<file path="config.mk">
export PLATFORM = sky130hd
export DESIGN_NAME = regfile_mp
export DESIGN_NICKNAME = d
export VERILOG_FILES = /design/src/rtl/regfile_mp.sv
export SDC_FILE = /design/constraint.sdc
export NUM_CORES = 2
export LEC_CHECK = 0
export ABC_CLOCK_PERIOD_IN_PS = 8700
export CAP_MARGIN = 20
export CORE_UTILIZATION = 44
export CTS_CLUSTER_SIZE = 40
export DETAILED_ROUTE_END_ITERATION = 10
export DONT_BUFFER_PORTS = 1
export PLACE_DENSITY_LB_ADDON = 0.3
export SLEW_MARGIN = 20
export SYNTH_ARGS = -nofsm -noshare
export SYNTH_HDL_FRONTEND = slang
export SYNTH_SLANG_ARGS = --single-unit
</file>
<file path="constraint.sdc">
create_clock -name clk -period 8.7 [get_ports clk]
set_clock_uncertainty 0.2 [all_clocks]
set_input_delay 0.87 -clock clk [delete_from_list [all_inputs] [get_ports clk]]
set_output_delay 0.87 -clock clk [all_outputs]
set_load 0.05 [all_outputs]
</file>
<file path="src/rtl/regfile_mp.sv">
// regfile_mp: register file with NUM_RD combinational read ports, two write ports,
// optional write-to-read bypass and a self-clearing sequence after reset.
module regfile_mp #(
   parameter int ADDR_SIZE = 5,
   parameter int WORD_SIZE = 32,
   parameter int NUM_RD = 2,
   parameter bit BYPASS = 1
) (
   input  logic                        clk,
   input  logic                        rst,
   output logic                        busy,
   input  logic [NUM_RD*ADDR_SIZE-1:0] rd_addr,
   output logic [NUM_RD*WORD_SIZE-1:0] rd_data,
   input  logic                        we0,
   input  logic [ADDR_SIZE-1:0]        waddr0,
   input  logic [WORD_SIZE-1:0]        wdata0,
   input  logic                        we1,
   input  logic [ADDR_SIZE-1:0]        waddr1,
   input  logic [WORD_SIZE-1:0]        wdata1
);
   localparam int NREG = 2**ADDR_SIZE;
   typedef enum logic {CLEAR, RUN} state_t;
   state_t state_q;
   logic [ADDR_SIZE-1:0] cnt_q;
   logic [WORD_SIZE-1:0] mem_q [NREG-1:1];
   logic run_we0, run_we1;
   assign busy = state_q == CLEAR;
   assign run_we0 = !busy && we0 && waddr0 != '0;
   assign run_we1 = !busy && we1 && waddr1 != '0;
   // port 1 is assigned last so it wins a same-address conflict
   always_ff @(posedge clk) begin
      if (rst) begin
         state_q <= CLEAR;
         cnt_q <= ADDR_SIZE'(1);
      end else if (busy) begin
         mem_q[cnt_q] <= '0;
         if (cnt_q == '1) state_q <= RUN;
         else cnt_q <= cnt_q + 1'b1;
      end else begin
         if (run_we0) mem_q[waddr0] <= wdata0;
         if (run_we1) mem_q[waddr1] <= wdata1;
      end
   end
   for (genvar p = 0; p < NUM_RD; p++) begin : g_rd
      logic [ADDR_SIZE-1:0] a;
      assign a = rd_addr[p*ADDR_SIZE +: ADDR_SIZE];
      assign rd_data[p*WORD_SIZE +: WORD_SIZE] =
         (busy || a == '0)                   ? '0     :
         (BYPASS && run_we1 && waddr1 == a) ? wdata1 :
         (BYPASS && run_we0 && waddr0 == a) ? wdata0 : mem_q[a];
   end
endmodule

</file>
==> out/metrics.csv <==
metric,value,unit
CTS tree,built,
routability cong.,0.894,
register area,29900,µm²
hold path endpoint,cnt_q[0]$_SDFFE_PP1P_,
clk_lat worst skew,730,ps
Buf/Inv on CP,1,
fin crit share,63.0,%
vias,46300,
Die Height,368,µm
"Seq/Total Area, Yosys",50.7,%
sw power,0.00233,W
R2R Setup Slk,4100,ps
crit-path cells,mux4_2 -> a22o_1 -> a221oi_1 -> a41o_1 -> nor4_2 -> buf_6,
final hold violation count,0,
Main synth FF type,edfxtp_1,
Initial Utilization,44.6,%
clock share of power,43.1,%
Crit path max-delay family,compound AO/OA/AOI/OAI gates,
met2 WL,95700,µm
P_int,0.00802,W
Routed WL per cell,34.0,µm
Cell Pwr Density,162,nW/µm²
power share of the combinational group,5.9,%
core box area,132000,µm²
Crit path depth,6,
Final HPWL DP,122000,µm
failing checks,slew limit,
slowest CP cell,mux4_2,
final setup TNS,0,ps
htree depth,3,
Via density,7.02,
Rel. slew slack,-15.1,%
IO buf count,0,
largest net degree at the start of global routing,262,
status,"complete, but fails checks",
worst stage delay on the critical path,1080,ps
fmax,0.182,GHz
CTS sink count,998,
Starting DRT DRC Count,8065,
grt ovf,0,
Final WS setup,3220,ps
Flop pwr share,51.0,%
fin crit period,5480,ps
Worst-Margin Slew,1730,ps
synthesized area per cell,11.4,µm²
DRC errors left,0,
post-synth cell types,61,
CTS resizes,0,
CP arrival,4410,ps
Core Rows,133,
Multi-input gate area,27100,µm²
Gate Count Post-Synth,5167,
Synth Cell Area,58900,µm²
most frequent cells in the layout,"nand2_1, o21ai_0, edfxtp_1, mux4_2, nor2_1",
Nets,4838,
synth warn,0,
initial antenna violation count,16,
"EDFF count, synth",992,
critical path class,in -> out,
DR top layer,met5,
Syn Nets,5257,
die area,135000,µm²
DR WL met3,37600,µm
Switching Fraction,22.5,%
Place WS,3980,ps
post-CTS setup buffers,0,
vias in the first global route,44100,
ys async rst share,0,%
cts bufs inserted,107,
Crit Path Max Fanout,261,
Routed Antenna Nets,0,
"Slew Viols, Final",123,
Max VDD drop,0.151,mV
Pre-antenna DRT Iters,6,
Worst-path clk slew,70,ps
Worst Hold Path Cells,1,
clk buf depth,3,
aggregate global-route resource usage,32.6,%
hold path startpoint,rst,
hold crit path type,in -> reg,
final setup vio count,0,
Layout area overhead,8.27,%
Post-Route WL,224000,µm
root buf cell,clkbuf_16,
"commonest non-fill, non-tap cell in the layout",nand2_1,
r2r startpoint,state_q$_SDFF_PP0_,
Worst Setup End Kind,output pin,
M1 WL,78400,µm
layout cells sized above 1,18.2,%
max-cap violations,0,
R2R depth,7,
startpoint types,input port,
#FFs+latches synth,998,
WP data required,7630,ps
RSZ-0062 raised after global routing,no,
I/O Pins,153,
global-route wire length before repair,318000,µm
Lkg Pwr,18.2,nW
FILL cells,11500,
die width,368,µm
reg-to-reg endpoint,mem_q[20][1]$_DFFE_PP_,
## kinds of logic after synthesis
group,after synthesis,share of synthesized area [%]
DFF,998,50.7
muxes,546,18.5
and+or+nand+nor,1413,9.71
xor gates and xnor gates,23,0.342
adders and majority gates,2,0.0424
AOI/OAI and AO/OA,1495,15.6
buffers and inverters,690,5.12
## cell type report
cell class,count,area share [%]
antenna,5,0.0196
clock buffer,139,4.42
clock inverter,49,0.671
inverter,4,0.0235
multi-input combinational,3479,42.5
sequential,998,46.9
tap,1755,3.44
timing repair buffer,158,2.04
## worst max-delay path by stage
stage / slack [ps] / end / startpoint
finish: 3220 / rd_data[2] / rd_addr[0]
global route: 3090 / rd_data[4] / state_q$_SDFF_PP0_
CTS: 3360 / rd_data[4] / state_q$_SDFF_PP0_
detailed placement: 3980 / rd_data[48] / rd_addr[5]
global placement: 3950 / rd_data[48] / rd_addr[5]
floorplan: 3910 / rd_data[44] / rd_addr[8]
## synthesized netlist by cell type, types with 5 or more instances
library cell | count | area share (%)
o21ai_1 | 7 | 0.059
buf_4 | 45 | 0.57
a22oi_1 | 5 | 0.064
nor2_1 | 162 | 1.0
a211oi_1 | 70 | 0.89
a211o_1 | 57 | 0.85
o22a_1 | 56 | 0.83
nand2_1 | 1067 | 6.8
mux2i_1 | 111 | 1.9
clkbuf_1 | 504 | 3.2
buf_1 | 19 | 0.12
edfxtp_1 | 992 | 51
buf_2 | 89 | 0.76
a41o_1 | 56 | 0.95
buf_6 | 18 | 0.34
o21ai_0 | 996 | 8.5
a2111oi_0 | 57 | 0.85
nor3_1 | 67 | 0.57
o211ai_1 | 8 | 0.10
and2_1 | 6 | 0.064
a22o_1 | 56 | 0.83
clkbuf_2 | 11 | 0.093
xor2_1 | 20 | 0.30
mux4_2 | 433 | 17
a21oi_1 | 9 | 0.076
nor2b_1 | 11 | 0.12
o22ai_1 | 26 | 0.28
dfxtp_1 | 6 | 0.20
nor4_1 | 61 | 0.65
nand4_1 | 6 | 0.064
nand2b_1 | 13 | 0.14
o21bai_1 | 8 | 0.10
a221oi_1 | 59 | 0.88
## what timing repair did
item / in CTS / in global routing
setup endpoints to repair: 0 / 0
endpoints found under the hold margin: 5 / 0
hold buffers: 1 / 0
## power groups by stage
stage,Sequential (W),Combinational (W),Clock [W]
2_1_floorplan,0.00537,0.000575,0
3_3_place_gp,0.00538,0.000580,0
3_5_place_dp,0.00538,0.000578,0
4_1_cts,0.00528,0.000582,0.00446
5_1_grt,0.00528,0.000615,0.00462
6_report,0.00528,0.000613,0.00446
## per-layer routing
metal / vias up / global-route usage, %
met5: - / 0
met4: 22 / 15.6
met3: 832 / 12.7
met2: 3906 / 47.4
met1: 22600 / 42.6
li1: 18900 / -
## registers in the layout (all words and copies together), names as in the netlist
name / flops
cnt_q: 5
mem_q: 992
state_q: 1
## metrics by stage
stage,util [%],total power [W],hold WS [ps],cells,area [µm²]
6_report,48.3,0.0104,39.0,6587,63800
5_1_grt,48.3,0.0105,22.9,6583,63800
4_1_cts,48.2,0.0103,4.85,6579,63700
3_5_place_dp,45.8,0.00596,341,6390,60500
3_3_place_gp,45.8,0.00596,328,6389,60400
2_1_floorplan,-,0.00595,304,5167,58900
Power figures use the tool's default switching activity.
